### config.mk
export PLATFORM = sky130hd
export DESIGN_NAME = cam_yuv_capture_flat
export DESIGN_NICKNAME = d
export VERILOG_FILES = /design/src/rtl/cam_pkg.sv /design/src/rtl/cam_yuv_capture_if.sv /design/src/rtl/cam_sync_edge.sv /design/src/rtl/cam_yuv_capture.sv /design/src/flat_wrapper.sv
export SDC_FILE = /design/constraint.sdc
export NUM_CORES = 1
export LEC_CHECK = 0
export BUFFER_PORTS_ARGS = -buffer_cell sky130_fd_sc_hd__buf_2
export CORE_MARGIN = 3
export CORE_UTILIZATION = 40
export DETAILED_ROUTE_END_ITERATION = 7
export PLACE_DENSITY_LB_ADDON = 0.1
export SKIP_CTS_REPAIR_TIMING = 1
export SLEW_MARGIN = 20
export SYNTH_ARGS = -nofsm -noshare
export SYNTH_HDL_FRONTEND = slang
export SYNTH_HIERARCHICAL = 1
export SYNTH_SLANG_ARGS = --single-unit
### constraint.sdc
create_clock -name PCLK -period 5.9 [get_ports PCLK]
set_clock_uncertainty 0.1 [all_clocks]
set_input_delay 0.59 -clock PCLK [delete_from_list [all_inputs] [get_ports PCLK]]
set_output_delay 0.59 -clock PCLK [all_outputs]
set_load 0.05 [all_outputs]
### src/rtl/cam_pkg.sv
// -----------------------------------------------------------------------------
// cam_pkg
// Shared definitions for the OV7670 capture front-end and its neighbours
// (framebuffer, VGA stage): default frame geometry, capture FSM states,
// YUV422 byte-phase constants and the test-pattern luma helper.
// -----------------------------------------------------------------------------
package cam_pkg;

  // Default active frame geometry, shared with the framebuffer and VGA stage.
  localparam int CAM_WIDTH  = 640;
  localparam int CAM_HEIGHT = 480;
  localparam int CAM_ADDR_W = 19;   // 2**19 >= 640*480

  typedef enum logic [1:0] {
    IDLE,
    SYNC,
    BLANK,
    ACTIVE
  } cam_state_e;

  // Position of a byte inside one Y0,Cb,Y1,Cr group.
  localparam logic [1:0] PH_Y0 = 2'd0;
  localparam logic [1:0] PH_CB = 2'd1;
  localparam logic [1:0] PH_Y1 = 2'd2;
  localparam logic [1:0] PH_CR = 2'd3;

  // Greyscale bar level for one of the eight test-pattern bars.
  function automatic logic [7:0] bar_luma(input logic [2:0] bar);
    return {bar, 5'b0};
  endfunction

endpackage

### src/rtl/cam_yuv_capture_if.sv
// -----------------------------------------------------------------------------
// cam_yuv_capture_if
// Pixel-pair output bus of the capture front-end.
//   Y, Y_2, Cb, Cr : pixel pair (even luma, odd luma, shared chroma)
//   e_pix          : one-cycle strobe, pair and CONTADOR_C valid
//   CONTADOR_C     : linear framebuffer address of the even pixel
//   frame_done     : one-cycle strobe at the end of a captured frame
//   line_err       : sticky line length / line count error
// Modports: master = capture block (drives), slave = consumer.
// -----------------------------------------------------------------------------
interface cam_yuv_capture_if
  import cam_pkg::*;
#(
  parameter int ADDR_W = CAM_ADDR_W
) ();

  logic [7:0]        Y;
  logic [7:0]        Y_2;
  logic [7:0]        Cb;
  logic [7:0]        Cr;
  logic              e_pix;
  logic [ADDR_W-1:0] CONTADOR_C;
  logic              frame_done;
  logic              line_err;

  modport master (
    output Y, Y_2, Cb, Cr, e_pix, CONTADOR_C, frame_done, line_err
  );

  modport slave (
    input Y, Y_2, Cb, Cr, e_pix, CONTADOR_C, frame_done, line_err
  );

endinterface

### src/rtl/cam_sync_edge.sv
// -----------------------------------------------------------------------------
// cam_sync_edge
// Registers the camera VSYNC/HREF once and derives edge strobes from the
// registered copies.
//   PCLK, reset  : pixel clock, synchronous active-high reset
//   i_vsync      : camera VSYNC          o_vsync     : registered VSYNC
//   i_href       : camera HREF           o_href      : registered HREF
//   o_vs_rise    : registered VSYNC 0->1 o_vs_fall   : registered VSYNC 1->0
//   o_href_fall  : registered HREF 1->0
// -----------------------------------------------------------------------------
module cam_sync_edge (
  input  logic PCLK,
  input  logic reset,
  input  logic i_vsync,
  input  logic i_href,
  output logic o_vsync,
  output logic o_href,
  output logic o_vs_rise,
  output logic o_vs_fall,
  output logic o_href_fall
);

  logic r_vsync;
  logic r_vsync_d;
  logic r_href;
  logic r_href_d;

  // NOTE: sequential state uses non-blocking assignments so every register
  // samples the pre-edge values, independent of statement order.
  always_ff @(posedge PCLK) begin
    if (reset) begin
      r_vsync   <= 1'b0;
      r_vsync_d <= 1'b0;
      r_href    <= 1'b0;
      r_href_d  <= 1'b0;
    end else begin
      r_vsync   <= i_vsync;
      r_vsync_d <= r_vsync;
      r_href    <= i_href;
      r_href_d  <= r_href;
    end
  end

  assign o_vsync     = r_vsync;
  assign o_href      = r_href;
  assign o_vs_rise   =  r_vsync & ~r_vsync_d;
  assign o_vs_fall   = ~r_vsync &  r_vsync_d;
  assign o_href_fall = ~r_href  &  r_href_d;

endmodule

### src/rtl/cam_yuv_capture.sv
// -----------------------------------------------------------------------------
// cam_yuv_capture
// OV7670 parallel-port capture front-end. Samples the YUV422 byte stream
// (Y0, Cb, Y1, Cr) framed by VSYNC/HREF and emits one pixel pair per group
// with a linear framebuffer address. Capture is armed by capture_en and only
// starts at a frame boundary (VSYNC rise, then fall).
//   PCLK, reset      : pixel clock, synchronous active-high reset
//   VSYNC, HREF, D   : camera frame/line strobes and data byte
//   capture_en       : arm capture (honoured at frame boundaries)
//   test_mode        : present only with CAM_CAPTURE_TEST_PATTERN_EN; selects
//                      internal greyscale bars instead of D
//   pix              : pixel-pair output bus (master side)
// Optional feature macro: CAM_CAPTURE_TEST_PATTERN_EN
// -----------------------------------------------------------------------------
module cam_yuv_capture
  import cam_pkg::*;
#(
  parameter int WIDTH  = CAM_WIDTH,
  parameter int HEIGHT = CAM_HEIGHT,
  parameter int ADDR_W = CAM_ADDR_W
) (
  input  logic       PCLK,
  input  logic       reset,
  input  logic       VSYNC,
  input  logic       HREF,
  input  logic [7:0] D,
  input  logic       capture_en,
`ifdef CAM_CAPTURE_TEST_PATTERN_EN
  input  logic       test_mode,
`endif
  cam_yuv_capture_if.master pix
);

  localparam int COL_W = $clog2(WIDTH + 1);
  localparam int LC_W  = $clog2(HEIGHT + 1);
  localparam int BC_W  = $clog2(2 * WIDTH + 1) + 1;  // headroom to see overlong lines

  logic w_vsync, w_href, w_vs_rise, w_vs_fall, w_href_fall;

  cam_sync_edge u_sync (
    .PCLK        (PCLK),
    .reset       (reset),
    .i_vsync     (VSYNC),
    .i_href      (HREF),
    .o_vsync     (w_vsync),
    .o_href      (w_href),
    .o_vs_rise   (w_vs_rise),
    .o_vs_fall   (w_vs_fall),
    .o_href_fall (w_href_fall)
  );

  cam_state_e        r_state;
  logic [7:0]        r_d;
  logic [1:0]        r_phase;
  logic [BC_W-1:0]   r_byte_cnt;
  logic [COL_W-1:0]  r_col;
  logic [LC_W-1:0]   r_line_cnt;
  logic [ADDR_W-1:0] r_line_base;
  logic [ADDR_W-1:0] r_ptr;
  logic [7:0]        r_y0_hold, r_cb_hold, r_y1_hold;
  logic [7:0]        r_y, r_y_2, r_cb, r_cr;
  logic [ADDR_W-1:0] r_addr;
  logic              r_e_pix, r_frame_done, r_line_err;

  logic [7:0]        w_byte;
  logic              w_take, w_pair_ok, w_line_close, w_line_room;
  logic [LC_W-1:0]   w_lines_end;

`ifdef CAM_CAPTURE_TEST_PATTERN_EN
  // Bars follow the even-pixel column of the pair being assembled, so both
  // lumas of a pair share one bar; chroma is neutral grey.
  logic [2:0] w_bar;
  logic [7:0] w_pat;
  assign w_bar  = 3'(32'(r_col) >> 7);
  assign w_pat  = (r_phase == PH_Y0 || r_phase == PH_Y1) ? bar_luma(w_bar) : 8'h80;
  assign w_byte = test_mode ? w_pat : r_d;
`else
  assign w_byte = r_d;
`endif

  // Bytes seen while VSYNC is high are blanking garbage and never assembled.
  assign w_take       = (r_state == ACTIVE) && w_href && !w_vsync;
  assign w_line_room  = r_line_cnt < LC_W'(HEIGHT);
  assign w_pair_ok    = (r_col < COL_W'(WIDTH)) && w_line_room;
  assign w_line_close = (r_state == ACTIVE) && w_href_fall;
  // Line count as it stands after a line closing on this same edge, so a
  // coincident VSYNC rise judges the frame with that line included.
  assign w_lines_end  = (w_line_close && w_line_room) ? r_line_cnt + LC_W'(1) : r_line_cnt;

  always_ff @(posedge PCLK) begin
    if (reset) begin
      r_state      <= IDLE;
      r_d          <= '0;
      r_phase      <= PH_Y0;
      r_byte_cnt   <= '0;
      r_col        <= '0;
      r_line_cnt   <= '0;
      r_line_base  <= '0;
      r_ptr        <= '0;
      r_y0_hold    <= '0;
      r_cb_hold    <= '0;
      r_y1_hold    <= '0;
      r_y          <= '0;
      r_y_2        <= '0;
      r_cb         <= '0;
      r_cr         <= '0;
      r_addr       <= '0;
      r_e_pix      <= 1'b0;
      r_frame_done <= 1'b0;
      r_line_err   <= 1'b0;
    end else begin
      r_d          <= D;
      // NOTE: strobes default low each cycle and are raised only where they
      // fire, giving exact one-cycle pulses without extra clear logic.
      r_e_pix      <= 1'b0;
      r_frame_done <= 1'b0;

      unique case (r_state)
        IDLE: begin
          if (capture_en) r_state <= SYNC;
        end

        SYNC: begin
          if (w_vs_rise) r_state <= BLANK;
        end

        BLANK: begin
          if (w_vs_fall) begin
            r_line_cnt  <= '0;
            r_line_base <= '0;
            r_ptr       <= '0;
            r_col       <= '0;
            r_byte_cnt  <= '0;
            r_phase     <= PH_Y0;
            r_line_err  <= 1'b0;
            r_state     <= ACTIVE;
          end
        end

        ACTIVE: begin
          if (w_take) begin
            if (r_byte_cnt != '1) r_byte_cnt <= r_byte_cnt + 1'b1;
            r_phase <= r_phase + 2'd1;
            case (r_phase)
              PH_Y0:   r_y0_hold <= w_byte;
              PH_CB:   r_cb_hold <= w_byte;
              PH_Y1:   r_y1_hold <= w_byte;
              default: begin
                if (w_pair_ok) begin
                  r_y     <= r_y0_hold;
                  r_cb    <= r_cb_hold;
                  r_y_2   <= r_y1_hold;
                  r_cr    <= w_byte;
                  r_addr  <= r_ptr;
                  r_e_pix <= 1'b1;
                  r_ptr   <= r_ptr + ADDR_W'(2);
                  r_col   <= r_col + COL_W'(2);
                end else begin
                  // Pair past the end of the line or below the last line.
                  r_line_err <= 1'b1;
                end
              end
            endcase
          end

          // End of line: length check, drop any partial group, step to the
          // next line base by addition. Line count saturates at HEIGHT so the
          // base never runs past the frame.
          if (w_line_close) begin
            if (r_byte_cnt != BC_W'(2 * WIDTH)) r_line_err <= 1'b1;
            r_phase    <= PH_Y0;
            r_byte_cnt <= '0;
            r_col      <= '0;
            if (w_line_room) begin
              r_line_cnt  <= r_line_cnt + LC_W'(1);
              r_line_base <= r_line_base + ADDR_W'(WIDTH);
              r_ptr       <= r_line_base + ADDR_W'(WIDTH);
            end
          end

          if (w_vs_rise) begin
            r_frame_done <= 1'b1;
            if (w_lines_end != LC_W'(HEIGHT)) r_line_err <= 1'b1;
            r_state <= capture_en ? BLANK : IDLE;
          end
        end

        default: r_state <= IDLE;
      endcase
    end
  end

  assign pix.Y          = r_y;
  assign pix.Y_2        = r_y_2;
  assign pix.Cb         = r_cb;
  assign pix.Cr         = r_cr;
  assign pix.e_pix      = r_e_pix;
  assign pix.CONTADOR_C = r_addr;
  assign pix.frame_done = r_frame_done;
  assign pix.line_err   = r_line_err;

endmodule

### src/flat_wrapper.sv
// flat-port wrapper written by rule: the top's interface ports become plain ports
module cam_yuv_capture_flat import cam_pkg::*;
#(
  parameter int WIDTH  = CAM_WIDTH,
  parameter int HEIGHT = CAM_HEIGHT,
  parameter int ADDR_W = CAM_ADDR_W
)
  (PCLK, reset, VSYNC, HREF, D, capture_en, pix_Y, pix_Y_2, pix_Cb, pix_Cr, pix_e_pix, pix_CONTADOR_C, pix_frame_done, pix_line_err);
  cam_yuv_capture_if #(.ADDR_W(ADDR_W)) pix_i ();
  input  logic PCLK;
  input  logic reset;
  input  logic VSYNC;
  input  logic HREF;
  input  logic [7:0] D;
  input  logic capture_en;
  output wire logic [$bits(pix_i.Y)-1:0] pix_Y;
  output wire logic [$bits(pix_i.Y_2)-1:0] pix_Y_2;
  output wire logic [$bits(pix_i.Cb)-1:0] pix_Cb;
  output wire logic [$bits(pix_i.Cr)-1:0] pix_Cr;
  output wire logic [$bits(pix_i.e_pix)-1:0] pix_e_pix;
  output wire logic [$bits(pix_i.CONTADOR_C)-1:0] pix_CONTADOR_C;
  output wire logic [$bits(pix_i.frame_done)-1:0] pix_frame_done;
  output wire logic [$bits(pix_i.line_err)-1:0] pix_line_err;
  assign pix_Y = pix_i.Y;
  assign pix_Y_2 = pix_i.Y_2;
  assign pix_Cb = pix_i.Cb;
  assign pix_Cr = pix_i.Cr;
  assign pix_e_pix = pix_i.e_pix;
  assign pix_CONTADOR_C = pix_i.CONTADOR_C;
  assign pix_frame_done = pix_i.frame_done;
  assign pix_line_err = pix_i.line_err;
  cam_yuv_capture #(.WIDTH(WIDTH), .HEIGHT(HEIGHT), .ADDR_W(ADDR_W)) u_core (.PCLK(PCLK), .reset(reset), .VSYNC(VSYNC), .HREF(HREF), .D(D), .capture_en(capture_en), .pix(pix_i));
endmodule
# Word level (Yosys, flattened, before mapping)
# Index checks and enable logic that the tools add are counted.
# totals
out_inout_bits,54
ff_bits,163
# op_classes
mux,47
add_sub_neg,6
n_bitwise,9
n_reduce_logical,22
n_eq_ne,18
n_lt_le_gt_ge,2
# ops
operator,n
19-bit two-way mux,8
19-bit case mux with 2 select lines,2
10-bit two-way mux,5
12-bit two-way mux,4
9-bit two-way mux,4
12-bit case mux with 2 select lines,1
10-bit case mux with 2 select lines,1
19-bit by 10-bit adder with 19-bit output (second input constant),1
19-bit by 2-bit adder with 19-bit output (second input constant),1
9-bit case mux with 2 select lines,1
2-bit two-way mux,8
4-bit AND reduction,4
12-bit by 1-bit adder with 12-bit output (second input constant),1
12-bit by 11-bit inequality test with 1-bit output (second input constant),1
12-bit inequality test (second input constant),1
3-bit AND reduction,4
10-bit by 2-bit adder with 10-bit output (second input constant),1
10-bit less-than comparator (second input constant),1
1-bit two-way mux,10
9-bit by 1-bit adder with 9-bit output (second input constant),1
9-bit less-than comparator (second input constant),1
9-bit inequality test (second input constant),1
2-bit inequality test (second input constant),4
2-bit case mux with 4 select lines,1
19 further kinds,37

# Depth between registers and ports, before layout
# depth
word_depth,10
mapped_depth,9

# Hierarchy
# The synthesis kept the hierarchy.
# modules_own_cells
module,area_each_um2,cells_per_inst,instances,seq_area_each_um2
cam_yuv_capture,6635.1,825,1,3022.9
cam_sync_edge,123.9,11,1,80.1

# Worst setup path after synthesis
# No wires, ideal clock.
# synth_path
path_type,register to register
start,register u_core.r_line_cnt[5]
end,register u_core.r_ptr[9]
period_less_slack_ps,1963
path_stages_with_launch,8
required_ps,5668
path_slack_ps,3937
path_buffers,2
arrival_time_ps,1731
setup_time_ps,132
path_cell_list,dfxtp_1 > buf_6 > and4_4 > or4_4 > buf_6 > o31a_1 > o221ai_1 > a21oi_1
# synth_via
elab_chain_cells,8
# synth_lines
element,line_no,rtl
from (decl),cam_yuv_capture.sv:57,logic [LC_W-1:0] r_line_cnt;
from (signal assigned),cam_yuv_capture.sv:175,r_line_cnt <= r_line_cnt + LC_W'(1);
9-bit less-than comparator (*),cam_yuv_capture.sv:83,assign w_line_room = r_line_cnt < LC_W'(HEIGHT);
1-bit logical AND,cam_yuv_capture.sv:84,assign w_pair_ok = (r_col < COL_W'(WIDTH)) && w_line_room;
19-bit two-way mux,cam_yuv_capture.sv:149,if (w_pair_ok) begin
19-bit two-way mux,cam_yuv_capture.sv:144,case (r_phase)
19-bit two-way mux,cam_yuv_capture.sv:141,if (w_take) begin
19-bit two-way mux,cam_yuv_capture.sv:174,if (w_line_room) begin
19-bit two-way mux (*),cam_yuv_capture.sv:169,if (w_line_close) begin
19-bit case mux with 2 select lines (*),cam_yuv_capture.sv:118,unique case (r_state)
to (signal assigned),cam_yuv_capture.sv:156,r_ptr <= r_ptr + ADDR_W'(2);
to (signal assigned),cam_yuv_capture.sv:177,r_ptr <= r_line_base + ADDR_W'(WIDTH);
to (decl),cam_yuv_capture.sv:59,logic [ADDR_W-1:0] r_ptr;
# Mark *: on every way between the ends. The rest lies on a longest branch, timed or not.
# A chain may end at the register's enable or synchronous reset.

# Worst setup path after layout
# layout_path
start,register u_core.r_state[0]
end,register u_core.r_ptr[17]
# layout_via
elab_chain_cells,7
elab_cells_between_ends,12
classes_between,eq/ne (3); mux (4); reduce/logical (5)
# layout_lines
element,line_no,rtl
from (decl),cam_yuv_capture.sv:52,cam_state_e r_state;
from (signal assigned),cam_yuv_capture.sv:184,r_state <= capture_en ? BLANK : IDLE;
2-bit == test,"cam_yuv_capture.sv:82, cam_yuv_capture.sv:85, cam_yuv_capture.sv:118",
1-bit logical AND (2 in series),cam_yuv_capture.sv:82,assign w_take = (r_state == ACTIVE) && w_href && !w_vsync;
19-bit two-way mux,cam_yuv_capture.sv:141,
19-bit two-way mux,cam_yuv_capture.sv:174,
19-bit two-way mux,cam_yuv_capture.sv:169,
19-bit case mux with 2 select lines,cam_yuv_capture.sv:118,
# Several ways; a longest one is shown, not always the timed one.

==> results.sh <==
export IMPL_hp_class="in -> reg"
export IMPL_rr_worst_depth=6
export IMPL_maxClockFrequency_mhz=346
export IMPL_syn_inst=836
export IMPL_r2r_end="u_core/r_ptr[17]"
export IMPL_cap_violations=0
export IMPL_seq_area_frac_synth_pct=45.9
export IMPL_grt_pass1_wl_um=28100
export IMPL_drc=0
export IMPL_vias=5991
export IMPL_min_period_over_period_pct=49.0
export IMPL_first_global_vias=5575
export IMPL_cts_max_level=4
export IMPL_required_ns=6.09
export IMPL_r2r_start="u_core/r_state[0]"
export IMPL_crit_path_end="u_core/r_ptr[17]"
export IMPL_synth_top_area_cell="dfxtp_1"
export IMPL_synth_top_family_by_area="simple AND/OR/NAND/NOR gates"
export IMPL_fin_crit_ns=2.89
export IMPL_setup_viol=0
export IMPL_dieArea_um2=18500
export IMPL_cts_root_buf="clkbuf_16"
export IMPL_dp_hpwl_um=11900
export IMPL_slew_headroom_pct=33.9
export IMPL_synth_area_top_cells="dfxtp_1 (46%), nand2_1 (9.5%), a21oi_1 (7.6%)"
export IMPL_crit_arrival_ns=3.08
export IMPL_report_final_hold_viol_count=0
export IMPL_synth_nets=859
export IMPL_async_flop_share_pct=0
export IMPL_numCtsBuffers=17
export IMPL_synth_top_cells_by_count="nand2_1 (171), dfxtp_1 (155), a21oi_1 (103), nor2_1 (53), nand3_1 (47)"
export IMPL_portBuffers=66
export IMPL_instances_no_fill=1106
export IMPL_rows=46
export IMPL_die_y_um=136
export IMPL_critPathLaunchType="flip-flop"
export IMPL_synth_area_um2=6760
export IMPL_core_area_um2=16200
export IMPL_ys_warn_count=6
export IMPL_die_width_um=136
export IMPL_overflow=0
export IMPL_yosys_cell_types_count=63
export IMPL_final_nets=900
export IMPL_reg2reg_slack_ns=3.01
export IMPL_rsz0062_at_grt="no"
export IMPL_worst_path_max_fanout=46
export IMPL_antenna_found_initial=0
export IMPL_initial_core_util_pct=41.6
export IMPL_p_leak_nw=2.80
export IMPL_clkTransAtPathRegs_ns=0.07
export IMPL_cts_buffer_depth=2
export IMPL_crit_start="u_core/r_state[0]"
export IMPL_synth_compound_area_share_pct=15.6
export IMPL_power_density_nw_per_um2=286
export IMPL_worstHoldStart="HREF"
export IMPL_tightest_slew_ns=0.983
export IMPL_grt_use_total_pct=18.7
export IMPL_ir_drop_uv=196
export IMPL_gp_congestion=0.855
export IMPL_clock_latency_ns=0.43
export IMPL_synthMuxAreaShare_pct=0.926
export IMPL_synth_ff_type="dfxtp_1"
export IMPL_synthAdderAreaFrac_pct=1.85
export IMPL_cts_sinks=155
export IMPL_synth_edf_count=0
export IMPL_diodes=0
export IMPL_setup_tns_ns=0
export IMPL_syn2layout_area_growth_pct=15.7
export IMPL_avgSynthCellArea_um2=8.08
export IMPL_synth_simple_gate_area_share_pct=27.3
export IMPL_drtPass1Iterations=8
export IMPL_totalWireLength_um=17000
export IMPL_vias_per_cell=5.42
export IMPL_ys_seq_elements=155
export IMPL_netlist_area_leader_share_pct=45.9
export IMPL_end_kind="flip-flop"
export IMPL_n_fill_cell=1655
export IMPL_wl_per_cell_um=15.4
export IMPL_criticalPathCategory="reg -> reg"
export IMPL_slew_violations=0
export IMPL_cts_tree="built"
export IMPL_drive_gt1_share_pct=12.9
export IMPL_pin_count=67
export IMPL_status="finished clean"
export IMPL_ant_nets=0
export IMPL_synth_most_common_cell="nand2_1"
export IMPL_seq_area_um2=3100
export IMPL_drt_iter0_drc=289
export IMPL_grt_max_degree=80
export IMPL_place_inst=1074
export IMPL_synth_xor_area_share_pct=4.41
export IMPL_multiInputGateArea_um2=3410
[metal layers]
layer,track usage [%],part of all wire (%),vias to the layer above
met4,5.15,1.1,0
met1,26.5,49,2838
met3,3.96,4.3,15
met2,29.0,45,132
met5,0,0,-
li1,-,-,3006
[per-stage QoR]
stage	util (%)	hold slack (ns)	area, um2	power (W)	setup WS, ns
finish	48.2	0.272	7820	0.00223	3.01
global route	48.2	0.265	7820	0.00232	2.70
CTS	48.1	0.262	7810	0.00226	3.01
detailed placement	44.3	0.344	7190	0.00113	3.01
global placement	44.3	0.341	7190	0.00113	3.12
floorplan	-	0.327	6760	0.00111	3.94
[cell usage in the layout, fill, tap and decap left out, types with 10 or more instances in the layout]
master / n
nand2_1: 171
dfxtp_1: 155
a21oi_1: 103
buf_2: 65
nor2_1: 53
nand3_1: 46
o21ai_0: 31
nor2b_1: 20
xnor2_1: 20
clkbuf_16: 17
nand4_1: 16
nor3_1: 15
xor2_1: 14
inv_1: 10
nor4_1: 10
ha_1: 10
[registers in the layout, indices dropped and copies added, names as in the netlist, 2 cells and up]
name,cells
u_core/r_phase,2
u_core/r_cb_hold,8
u_core/r_y0_hold,8
u_core/r_col,9
u_core/pix.Y_2,8
u_core/pix.Cr,8
u_core/pix.Y,8
u_core/r_line_cnt,9
u_core/r_state,2
u_core/r_ptr,19
u_core/r_line_base,12
u_core/r_d,8
u_core/pix.Cb,8
u_core/r_byte_cnt,12
u_core/pix.CONTADOR_C,19
u_core/r_y1_hold,8
[critical path: stages, from the launching register on]
cell	delay [ns]
dfxtp_1	0.62
nand4b_1	0.25
nor4_2	0.79
buf_4	0.54
nand3_1	0.16
mux2i_1	0.18
a21oi_1	0.08
[how the worst min path moves through the flow]
stage                                     to  cells past startpoint  slack, ns
floorplan           u_core/pix.CONTADOR_C[0]                      2       0.33
global placement           u_core/pix.Y_2[1]                      2       0.34
detailed placement          u_core/pix.Cb[1]                      2       0.34
CTS                     u_core/u_sync/o_href                      2       0.26
global route           u_core/u_sync/o_vsync                      2       0.27
finish                  u_core/u_sync/o_href                      2       0.27
[report_power, final]
group          total (W)  internal [W]  switching (W)
clock            0.00113      0.000647       0.000479
sequential       0.00106       0.00105      0.0000112
combinational  0.0000438     0.0000128      0.0000310
total            0.00223       0.00171       0.000521
[cell families (layout without fill, tap and decap cells)]
| group | after synthesis | count (layout) |
|---|---|---|
| AOI/OAI and AO/OA | 185 | 185 |
| DFF | 155 | 155 |
| buffers and inverters | 61 | 115 |
| and+or+nand+nor | 385 | 385 |
| muxes | 6 | 6 |
| adders and majority gates | 10 | 10 |
| xor gates and xnor gates | 34 | 34 |
[final cells by class]
class	instances	area share (%)
tap	216	3.46
multi-input combinational	620	43.6
sequential	155	39.7
inverter	10	0.480
clock inverter	15	2.45
clock buffer	17	5.44
timing repair buffer	73	4.93
(Power assumes the default switching activity.)
